File: src/rtl/alu_share_arbiter_if.sv
//------------------------------------------------------------------------------
// Module   : alu_share_arbiter_if
// Purpose  : Bundles the two requester ports and the ALU-side signals of
//            alu_share_arbiter into one interface.
//            slave  - the arbiter's view (drives ready/rvalid/rdata and the
//                     ALU control/operands, receives requests and the result)
//            master - the requesters'/ALU's view (the opposite directions)
// Signals  : rX_valid, rX_ready, rX_op[2:0], rX_a, rX_b,
//            rX_rvalid, rX_rdata          (X = 0 execute stage, 1 co-processor)
//            alu_ctrl[2:0], alu_a, alu_b, alu_result
// Revision : 1.0 - initial release
//------------------------------------------------------------------------------
`default_nettype none
`timescale 1ns/1ps

interface alu_share_arbiter_if #(
    parameter int WIDTH = 32
);
    // Port 0: pipeline execute stage
    logic             r0_valid;
    logic             r0_ready;
    logic [2:0]       r0_op;
    logic [WIDTH-1:0] r0_a;
    logic [WIDTH-1:0] r0_b;
    logic             r0_rvalid;
    logic [WIDTH-1:0] r0_rdata;

    // Port 1: auxiliary / co-processor path
    logic             r1_valid;
    logic             r1_ready;
    logic [2:0]       r1_op;
    logic [WIDTH-1:0] r1_a;
    logic [WIDTH-1:0] r1_b;
    logic             r1_rvalid;
    logic [WIDTH-1:0] r1_rdata;

    // Shared ALU
    logic [2:0]       alu_ctrl;
    logic [WIDTH-1:0] alu_a;
    logic [WIDTH-1:0] alu_b;
    logic [WIDTH-1:0] alu_result;

    modport slave (
        input  r0_valid, r0_op, r0_a, r0_b,
        output r0_ready, r0_rvalid, r0_rdata,
        input  r1_valid, r1_op, r1_a, r1_b,
        output r1_ready, r1_rvalid, r1_rdata,
        output alu_ctrl, alu_a, alu_b,
        input  alu_result
    );

    modport master (
        output r0_valid, r0_op, r0_a, r0_b,
        input  r0_ready, r0_rvalid, r0_rdata,
        output r1_valid, r1_op, r1_a, r1_b,
        input  r1_ready, r1_rvalid, r1_rdata,
        input  alu_ctrl, alu_a, alu_b,
        output alu_result
    );
endinterface

`default_nettype wire

File: src/rtl/alu_share_arbiter.sv
//------------------------------------------------------------------------------
// Module   : alu_share_arbiter
// Purpose  : Shares the single execute-stage ALU between the pipeline
//            (port 0) and the co-processor path (port 1). One operation is
//            accepted at a time over valid/ready, its control code and
//            operands are held on the ALU for one cycle (or MULT_CYCLES for
//            multiply), and the ALU result is returned to the issuing port
//            as a one-cycle rvalid strobe with rdata held afterwards.
// Ports    : clk            - clock, rising edge
//            rst            - synchronous reset, active high
//            bus (slave)    - requester ports r0_*/r1_* and ALU signals
//                             alu_ctrl/alu_a/alu_b/alu_result
// Params   : WIDTH          - operand/result width (default 32)
//            MULT_CYCLES    - ALU multiply latency in cycles, >= 1 (default 3)
// Macro    : ALU_ARB_FIXED_PRIO_EN - when defined, port 0 always wins a
//            contended grant and no round-robin pointer is built; port 1 may
//            starve. When undefined, contended grants alternate round-robin.
// Revision : 1.0 - initial release
//------------------------------------------------------------------------------
`default_nettype none
`timescale 1ns/1ps

module alu_share_arbiter #(
    parameter int WIDTH       = 32,
    parameter int MULT_CYCLES = 3
) (
    input  logic                clk,
    input  logic                rst,
    alu_share_arbiter_if.slave  bus
);

    // Counter only needs to reach MULT_CYCLES-1; keep at least one bit so
    // MULT_CYCLES=1 still elaborates.
    localparam int CNT_W = (MULT_CYCLES > 1) ? $clog2(MULT_CYCLES) : 1;
    localparam logic [CNT_W-1:0] c_mul_load = CNT_W'(MULT_CYCLES - 1);
    localparam logic [CNT_W-1:0] c_cnt_one  = CNT_W'(1);

    localparam logic [2:0] c_op_add = 3'b000;
    localparam logic [2:0] c_op_mul = 3'b110;
    localparam logic [2:0] c_op_rsv = 3'b111;

    typedef enum logic [0:0] {
        ST_IDLE = 1'b0,
        ST_BUSY = 1'b1
    } state_t;

    //--------------------------------------------------------------------------
    // State
    //--------------------------------------------------------------------------
    state_t           r_state;
    logic [CNT_W-1:0] r_cnt;
    logic             r_owner;      // 0 = port 0, 1 = port 1
    logic             r_rsv;        // in-flight op is the reserved code
    logic [2:0]       r_alu_ctrl;
    logic [WIDTH-1:0] r_alu_a;
    logic [WIDTH-1:0] r_alu_b;
    logic             r_rvalid0;
    logic             r_rvalid1;
    logic [WIDTH-1:0] r_rdata0;
    logic [WIDTH-1:0] r_rdata1;

    //--------------------------------------------------------------------------
    // Grant selection
    //--------------------------------------------------------------------------
    logic             w_idle;
    logic             w_grant0;
    logic             w_grant1;
    logic             w_hs;
    logic [2:0]       w_sel_op;
    logic [WIDTH-1:0] w_sel_a;
    logic [WIDTH-1:0] w_sel_b;

    // Gating with rst keeps ready low while the block is held in reset.
    assign w_idle = (r_state == ST_IDLE) && !rst;

`ifdef ALU_ARB_FIXED_PRIO_EN
    // Port 0 always wins; port 1 only gets the ALU when port 0 is quiet.
    assign w_grant0 = w_idle && bus.r0_valid;
    assign w_grant1 = w_idle && bus.r1_valid && !bus.r0_valid;
`else
    // Round-robin pointer: names the port that wins the next contended grant.
    logic r_rr;

    assign w_grant0 = w_idle && bus.r0_valid && (!bus.r1_valid || !r_rr);
    assign w_grant1 = w_idle && bus.r1_valid && (!bus.r0_valid ||  r_rr);

    // After any grant, point at the port that was not served.
    always_ff @(posedge clk) begin
        if (rst) begin
            r_rr <= 1'b0;
        end else if (w_grant0) begin
            r_rr <= 1'b1;
        end else if (w_grant1) begin
            r_rr <= 1'b0;
        end
    end
`endif

    // A grant is only ever issued to a valid port, so grant == handshake.
    assign w_hs     = w_grant0 || w_grant1;
    assign w_sel_op = w_grant1 ? bus.r1_op : bus.r0_op;
    assign w_sel_a  = w_grant1 ? bus.r1_a  : bus.r0_a;
    assign w_sel_b  = w_grant1 ? bus.r1_b  : bus.r0_b;

    //--------------------------------------------------------------------------
    // Sequencer
    //--------------------------------------------------------------------------
    // The ALU-facing registers are loaded directly at the handshake and
    // cleared on the way back to IDLE, so the ALU sees zeros in IDLE and a
    // stable code/operand set for every BUSY cycle without extra muxing.
    always_ff @(posedge clk) begin
        if (rst) begin
            r_state    <= ST_IDLE;
            r_cnt      <= '0;
            r_owner    <= 1'b0;
            r_rsv      <= 1'b0;
            r_alu_ctrl <= c_op_add;
            r_alu_a    <= '0;
            r_alu_b    <= '0;
            r_rvalid0  <= 1'b0;
            r_rvalid1  <= 1'b0;
            r_rdata0   <= '0;
            r_rdata1   <= '0;
        end else begin
            // Result strobes are single-cycle pulses.
            r_rvalid0 <= 1'b0;
            r_rvalid1 <= 1'b0;

            case (r_state)
                ST_IDLE: begin
                    if (w_hs) begin
                        r_owner    <= w_grant1;
                        r_rsv      <= (w_sel_op == c_op_rsv);
                        // The reserved code must never reach the ALU.
                        r_alu_ctrl <= (w_sel_op == c_op_rsv) ? c_op_add : w_sel_op;
                        r_alu_a    <= w_sel_a;
                        r_alu_b    <= w_sel_b;
                        r_cnt      <= (w_sel_op == c_op_mul) ? c_mul_load : '0;
                        r_state    <= ST_BUSY;
                    end
                end

                ST_BUSY: begin
                    if (r_cnt != '0) begin
                        r_cnt <= r_cnt - c_cnt_one;
                    end else begin
                        if (r_owner) begin
                            r_rdata1  <= r_rsv ? '0 : bus.alu_result;
                            r_rvalid1 <= 1'b1;
                        end else begin
                            r_rdata0  <= r_rsv ? '0 : bus.alu_result;
                            r_rvalid0 <= 1'b1;
                        end
                        r_alu_ctrl <= c_op_add;
                        r_alu_a    <= '0;
                        r_alu_b    <= '0;
                        r_state    <= ST_IDLE;
                    end
                end

                default: begin
                    r_state <= ST_IDLE;
                end
            endcase
        end
    end

    //--------------------------------------------------------------------------
    // Outputs
    //--------------------------------------------------------------------------
    assign bus.r0_ready  = w_grant0;
    assign bus.r1_ready  = w_grant1;
    assign bus.r0_rvalid = r_rvalid0;
    assign bus.r1_rvalid = r_rvalid1;
    assign bus.r0_rdata  = r_rdata0;
    assign bus.r1_rdata  = r_rdata1;
    assign bus.alu_ctrl  = r_alu_ctrl;
    assign bus.alu_a     = r_alu_a;
    assign bus.alu_b     = r_alu_b;

endmodule

`default_nettype wire
File: src/flat_wrapper.sv
// flat-port wrapper written by rule: the top's interface ports become plain ports
module alu_share_arbiter_flat 
#(
    parameter int WIDTH       = 32,
    parameter int MULT_CYCLES = 3
)
  (clk, rst, bus_r0_valid, bus_r0_op, bus_r0_a, bus_r0_b, bus_r0_ready, bus_r0_rvalid, bus_r0_rdata, bus_r1_valid, bus_r1_op, bus_r1_a, bus_r1_b, bus_r1_ready, bus_r1_rvalid, bus_r1_rdata, bus_alu_ctrl, bus_alu_a, bus_alu_b, bus_alu_result);
  alu_share_arbiter_if #(.WIDTH(WIDTH)) bus_i ();
  input  logic clk;
  input  logic rst;
  input wire logic [$bits(bus_i.r0_valid)-1:0] bus_r0_valid;
  input wire logic [$bits(bus_i.r0_op)-1:0] bus_r0_op;
  input wire logic [$bits(bus_i.r0_a)-1:0] bus_r0_a;
  input wire logic [$bits(bus_i.r0_b)-1:0] bus_r0_b;
  output wire logic [$bits(bus_i.r0_ready)-1:0] bus_r0_ready;
  output wire logic [$bits(bus_i.r0_rvalid)-1:0] bus_r0_rvalid;
  output wire logic [$bits(bus_i.r0_rdata)-1:0] bus_r0_rdata;
  input wire logic [$bits(bus_i.r1_valid)-1:0] bus_r1_valid;
  input wire logic [$bits(bus_i.r1_op)-1:0] bus_r1_op;
  input wire logic [$bits(bus_i.r1_a)-1:0] bus_r1_a;
  input wire logic [$bits(bus_i.r1_b)-1:0] bus_r1_b;
  output wire logic [$bits(bus_i.r1_ready)-1:0] bus_r1_ready;
  output wire logic [$bits(bus_i.r1_rvalid)-1:0] bus_r1_rvalid;
  output wire logic [$bits(bus_i.r1_rdata)-1:0] bus_r1_rdata;
  output wire logic [$bits(bus_i.alu_ctrl)-1:0] bus_alu_ctrl;
  output wire logic [$bits(bus_i.alu_a)-1:0] bus_alu_a;
  output wire logic [$bits(bus_i.alu_b)-1:0] bus_alu_b;
  input wire logic [$bits(bus_i.alu_result)-1:0] bus_alu_result;
  assign bus_i.r0_valid = bus_r0_valid;
  assign bus_i.r0_op = bus_r0_op;
  assign bus_i.r0_a = bus_r0_a;
  assign bus_i.r0_b = bus_r0_b;
  assign bus_r0_ready = bus_i.r0_ready;
  assign bus_r0_rvalid = bus_i.r0_rvalid;
  assign bus_r0_rdata = bus_i.r0_rdata;
  assign bus_i.r1_valid = bus_r1_valid;
  assign bus_i.r1_op = bus_r1_op;
  assign bus_i.r1_a = bus_r1_a;
  assign bus_i.r1_b = bus_r1_b;
  assign bus_r1_ready = bus_i.r1_ready;
  assign bus_r1_rvalid = bus_i.r1_rvalid;
  assign bus_r1_rdata = bus_i.r1_rdata;
  assign bus_alu_ctrl = bus_i.alu_ctrl;
  assign bus_alu_a = bus_i.alu_a;
  assign bus_alu_b = bus_i.alu_b;
  assign bus_i.alu_result = bus_alu_result;
  alu_share_arbiter #(.WIDTH(WIDTH), .MULT_CYCLES(MULT_CYCLES)) u_core (.clk(clk), .rst(rst), .bus(bus_i));
endmodule
File: config.mk
export PLATFORM = sky130hd
export DESIGN_NAME = alu_share_arbiter_flat
export DESIGN_NICKNAME = d
export VERILOG_FILES = /design/src/rtl/alu_share_arbiter_if.sv /design/src/rtl/alu_share_arbiter.sv /design/src/flat_wrapper.sv
export SDC_FILE = /design/constraint.sdc
export NUM_CORES = 1
export LEC_CHECK = 0
export ABC_AREA = 1
export CAP_MARGIN = 10
export CORE_ASPECT_RATIO = 0.6
export CORE_MARGIN = 5
export CORE_UTILIZATION = 30
export CTS_CLUSTER_DIAMETER = 100
export DETAILED_ROUTE_END_ITERATION = 10
export PLACE_DENSITY = 0.66
export SYNTH_ARGS = -nofsm -noshare
export SYNTH_HDL_FRONTEND = slang
export SYNTH_SLANG_ARGS = --single-unit
File: constraint.sdc
create_clock -name clk -period 1.5 [get_ports clk]
set_input_delay 0.3 -clock clk [delete_from_list [all_inputs] [get_ports clk]]
set_output_delay 0.3 -clock clk [all_outputs]
set_load 0.02 [all_outputs]
# Word level (Yosys, flattened, before mapping)

Cells that the tools add are included.

RAM bits: 0
Register bits after elaboration: 139
Output and inout port bits: 135
Latch bits: 0
Memories kept: 0
Bits in read-only memories: 0

Div/mod/pow operators: 0
Add/sub/neg operators: 1
Muxes and demuxes: 24
$mul: 0
Shift-type cells: 0
Bitwise gates (word level): 3
$lt $le $gt $ge: 0
Equality and inequality tests: 5
Reduce and logical (&&, ||, !) cells: 20

Operators by type and width:

| cell                                                                    | number |
|---|---|
| 32-bit two-way mux                                                      | 6 |
| 32-bit case mux with 2 select lines                                     | 2 |
| 3-bit two-way mux                                                       | 4 |
| 3-bit == test, second input constant                                    | 2 |
| 1-bit two-way mux                                                       | 6 |
| 2-bit two-way mux                                                       | 3 |
| 3-bit case mux with 2 select lines                                      | 1 |
| 2-bit AND reduction                                                     | 3 |
| 3-bit AND reduction                                                     | 2 |
| 1-bit logical AND                                                       | 5 |
| 1-bit zero test                                                         | 4 |
| 2-bit inequality test, second input constant                            | 2 |
| 2-bit case mux with 2 select lines                                      | 1 |
| 2-bit nonzero test                                                      | 2 |
| 1-bit logical OR                                                        | 3 |
| 1-bit NOT                                                               | 3 |
| 3-bit OR reduction                                                      | 1 |
| 2-bit by 1-bit inequality test with 1-bit output, second input constant | 1 |
| 1-bit case mux with 2 select lines                                      | 1 |
| 2-bit by 1-bit subtractor with 2-bit output, second input constant      | 1 |

# Logic depth before layout (Yosys ltp)

Depth in word-level cells: 9
Mapped depth: 10

# Worst setup path after synthesis

OpenSTA, ideal clock, no wires.

Kind: reg-to-reg
Start point: reg u_core.r_cnt[0]
End point: reg u_core.r_rdata1[16] (netlist: u_core.bus.r1_rdata[16])
Arrival time: 1.282 ns
Setup slack: 0.085 ns
Stages on the path, launching flop included: 11
Clock period less this slack: 1.415 ns
Cell sequence: dfxtp_1 > inv_1 > ha_1 > nand2_1 > inv_2 > nand2_2 > inv_2 > buf_4 > buf_4 > nand2_1 > a21oi_1

Longest elaborated chain between the ends: 3

Ends and longest elaborated chain:

| item                                 | line                     | source |
|---|---|---|
| start, declared                      | alu_share_arbiter.sv:51  | `logic [CNT_W-1:0] r_cnt;` |
| start signal, assigned               | alu_share_arbiter.sv:138 | `r_cnt <= (w_sel_op == c_op_mul) ? c_mul_load : '0;` |
| start signal, assigned               | alu_share_arbiter.sv:145 | `r_cnt <= r_cnt - c_cnt_one;` |
| 2-bit nonzero test                   | alu_share_arbiter.sv:144 | `if (r_cnt != '0) begin` |
| 1-bit NOT (no source line)           | --                       |  |
| 3-bit AND reduction (no source line) | --                       |  |
| end signal, assigned                 | alu_share_arbiter.sv:148 | `r_rdata1 <= r_rsv ? '0 : bus.alu_result;` |
| end, declared                        | alu_share_arbiter.sv:60  | `logic [WIDTH-1:0] r_rdata1;` |

Every way passes these cells.
A chain may end at the register's enable or synchronous reset.

# Worst setup path after layout

Start point: reg u_core.r_state
End point: reg u_core.r_alu_b[14] (netlist: u_core.bus.alu_b[14])

Longest elaborated chain between the ends: 7
Elaborated cells on any way between the ends: 13
Those cells by class: 2 x eq/ne; 3 x mux; 1 x bitwise; 7 x reduce/logical

Ends and longest elaborated chain:

| item                                                                                          | line                                               | source |
|---|---|---|
| start, declared                                                                               | alu_share_arbiter.sv:50                            | `state_t r_state;` |
| start signal, assigned                                                                        | alu_share_arbiter.sv:113                           | `r_state <= ST_IDLE;` |
| start signal, assigned                                                                        | alu_share_arbiter.sv:139                           | `r_state <= ST_BUSY;` |
| start signal, assigned                                                                        | alu_share_arbiter.sv:157                           | `r_state <= ST_IDLE;` |
| 1-bit NOT                                                                                     | alu_share_arbiter.sv:74, alu_share_arbiter.sv:129  |  |
| 1-bit logical AND                                                                             | alu_share_arbiter.sv:74                            | `assign w_idle = (r_state == ST_IDLE) && !rst;` |
| 1-bit logical AND (on tied branches) (2 in series)                                            | alu_share_arbiter.sv:85, alu_share_arbiter.sv:84   |  |
| 32-bit two-way mux / 1-bit logical OR (equally long branches)                                 | alu_share_arbiter.sv:103, alu_share_arbiter.sv:100 |  |
| 32-bit two-way mux / 2-bit by 1-bit inequality test with 1-bit output (equally long branches) | --                                                 |  |
| 32-bit case mux with 2 select lines / 2-bit AND reduction (equally long branches)             | --                                                 |  |
| end signal, assigned                                                                          | alu_share_arbiter.sv:137                           | `r_alu_b <= w_sel_b;` |
| end, declared                                                                                 | alu_share_arbiter.sv:56                            | `logic [WIDTH-1:0] r_alu_b;` |

Several ways; a longest one is shown, not always the timed one. The select of a mux whose other input is x is not followed.

==> flow_metrics.tcl <==
set metrics [dict create \
    gp_congestion 0.793 \
    syn-num-nets 941 \
    htreeDepth 4 \
    antenna_left 0 \
    arrival_ns 1.99 \
    final_cell_mix "167 x clkdlybuf4s50_1, 146 x nand2_1, 135 x dfxtp_1" \
    core_area_sq_um 19000 \
    relSlewSlack_pct 61.2 \
    power.density_nw_per_um2 1120 \
    drt_iter0_markers 342 \
    cts_buffers 17 \
    cp_data_required_time_ns 1.81 \
    critPathMaxStageDelay_ns 0.33 \
    synth_cell_type_count 26 \
    clock_latency_ns 0.44 \
    syn_inst 770 \
    yosys.area_share.simple_pct 17.5 \
    root_buffer "clkbuf_16" \
    cp-end-kind "register" \
    die_w_um 189 \
    crit_chain "nor2_4 -> buf_6 -> nand3_4 -> buf_12 -> nand2_8 -> buf_12 -> nor2_8 -> buf_12 -> buf_12 -> buf_16 -> nand2_1 -> a21oi_1" \
    first_global_vias 6325 \
    n_antenna_cell 0 \
    max_freq_mhz 594 \
    cts_tree "done" \
    critPathBufInv 6 \
    synth-xor-area-share_pct 0 \
    start_util_pct 30.4 \
    antenna_found_initial 0 \
    fin_ws_ns -0.182 \
    clkSinkCount 139 \
    drv_cap 0 \
    yosys_warnings 0 \
    netlist_area_sq_um 5770 \
    crit_path_frequent_cell "buf_12" \
    drv_slew 0 \
    cts.path.max_buffers 2 \
    vias 6517 \
    leakage_nw 4.81 \
    grt_pass1_wl_um 36800 \
    drive_above_1_share_pct 18.5 \
    hold_viol_final 0 \
    fin_nets 1279 \
    dpl-instance-area_sq_um 9260 \
    synthMuxAreaShare_pct 0 \
    internal_power_mw 8.47 \
    port_buffers 304 \
    cts_hold_buf 0 \
    syn-mean-instance-area_sq_um 7.49 \
    grt_overflow 0 \
    path_delay_family "buffers and inverters" \
    via_per_inst 4.77 \
    die_area_sq_um 22200 \
    preCtsSetupSlack_ns -0.562 \
    vdd_drop_max_v 0.000703 \
    worstSetupPathType "reg -> reg" \
    path_clk_slew_ns 0.06 \
    post-route-period-util_pct 112 \
    violations "setup timing" \
    setup_viol 70 \
    ys_seq_area_share_pct 48.2 \
    ioPinCount 305 \
    dr.pass1.iters 5 \
    area_growth_pct 87.3 \
    remaining_drc_errors 0 \
    status "complete, but fails checks" \
    cp_max_fo 5 \
    std_cell_rows 39 \
    fin_crit_ns 1.68 \
    grt_max_degree 53 \
    track_usage_pct 21.0 \
    finalInstanceArea_sq_um 10800 \
    dp_hpwl_um 15700 \
    synthAdderAreaFrac_pct 0.217 \
    die_h_um 117 \
    wl_per_cell_um 18.0 \
    swShare_pct 29.8 \
    synth_top_family_by_area "compound AO/OA/AOI/OAI gates" \
    share_comb_of_total_power_pct 28.0 \
    hp-class "reg -> reg" \
    critPathSlowestCell "dfxtp_2" \
    pwr-share-clk_pct 37.4 \
    yosys_register_bits 139 \
    critPathLaunchType "register" \
    netSwitchingPower_mw 3.60 \
    rsz0062_at_grt "yes" \
    final_common_cell "clkdlybuf4s50_1" \
    worst_pin_slew_ns 0.582 \
    wl_um 24600 \
    seqPwrFrac_pct 34.6 \
    synth_compound_area_share_pct 26.6 \
    skew_ns 0.00650 \
]
## metrics by stage
step           TNS, ns  std cells  util [%]  power, mW  hold slack, ns
2_1_floorplan        0        770         -       5.48           0.407
3_3_place_gp    -37.78       1301      48.8       6.88           0.419
3_5_place_dp    -41.40       1301      48.8       6.91           0.424
4_1_cts          -5.12       1361      54.9       11.9           0.419
5_1_grt         -11.67       1367      56.9       12.6           0.452
6_report         -6.46       1367      56.9       12.1           0.422
## cell usage after synthesis
cell	count	area [sq um]
inv_2	3	11.3
clkinv_1	3	11.3
nand3b_1	1	7.51
buf_1	1	3.75
nand3_1	5	25.0
o211ai_1	1	7.51
nor2_4	1	11.3
inv_1	31	116
nand2_2	2	12.5
buf_4	6	45.0
o21a_1	40	300
buf_6	3	33.8
buf_2	16	80.1
nand4_1	3	18.8
nand3_4	2	35.0
nor2_1	68	255
dfxtp_1	139	2780
nand2_1	164	616
a21oi_1	115	576
clkbuf_1	32	120
o21ai_0	129	646
clkbuf_2	1	5.00
o31ai_1	1	7.51
nand2_4	1	11.3
nor2_8	1	20.0
ha_1	1	12.5
## kinds of logic after synthesis
group                      Yosys count
DFF                                139
and+or+nand+nor                    248
adders and majority gates            1
buffers and inverters               96
AOI/OAI and AO/OA                  286
## routing by layer
layer,wire length (um),share of wire (%),GRT usage [%]
met1,10900,44,27.3
met2,11100,45,31.8
met3,2270,9.2,9.17
met4,318,1.3,5.55
met5,0,0,0
## what timing repair did
action | 4_1_cts | 5_1_grt
resized for setup | 226 | 146
buffers inserted | 15 | 6
pin swaps | 24 | 32
gates cloned | 14 | 5
endpoints found under the setup margin | 206 | 145
## power groups by stage
| stage | Clock, mW | Combinational [mW] | Sequential, mW |
|---|---|---|---|
| global route | 4.80 | 3.60 | 4.21 |
| finish | 4.52 | 3.37 | 4.18 |
| CTS | 4.60 | 3.16 | 4.15 |
| global placement | 0 | 2.66 | 4.22 |
| floorplan | 0 | 0.913 | 4.56 |
| detailed placement | 0 | 2.68 | 4.23 |
## registers in the layout, summed over array words and instances, names as in the netlist
signal and count:
u_core.bus.alu_ctrl 3, u_core.bus.r0_rvalid 1, u_core.r_rsv 1, u_core.bus.r1_rdata 32, u_core.r_rr 1, u_core.bus.alu_b 32, u_core.bus.alu_a 32, u_core.bus.r1_rvalid 1
u_core.r_cnt 2, u_core.r_state 1, u_core.r_owner 1, u_core.bus.r0_rdata 32
## area by class of cell
type / instances / area [sq um]
fill: 1739 / 8170
timing repair buffer: 378 / 4040
multi-input combinational: 535 / 2890
sequential: 139 / 2790
clock buffer: 17 / 425
tap: 246 / 308
clock inverter: 15 / 199
inverter: 37 / 156
## final timing paths
path                                 from                           endpoint  slack, ns  depth (start not counted)
max reg2reg     u_core.r_state$_SDFF_PP0_  u_core.bus.alu_b[14]$_SDFFE_PP0P_      -0.18                         12
min reg2reg  u_core.r_cnt[0]$_SDFFE_PP0P_       u_core.r_cnt[0]$_SDFFE_PP0P_       0.42                          1
min          u_core.r_cnt[0]$_SDFFE_PP0P_       u_core.r_cnt[0]$_SDFFE_PP0P_       0.42                          1
max             u_core.r_state$_SDFF_PP0_  u_core.bus.alu_b[14]$_SDFFE_PP0P_      -0.18                         12
(Power assumes the default switching activity.)
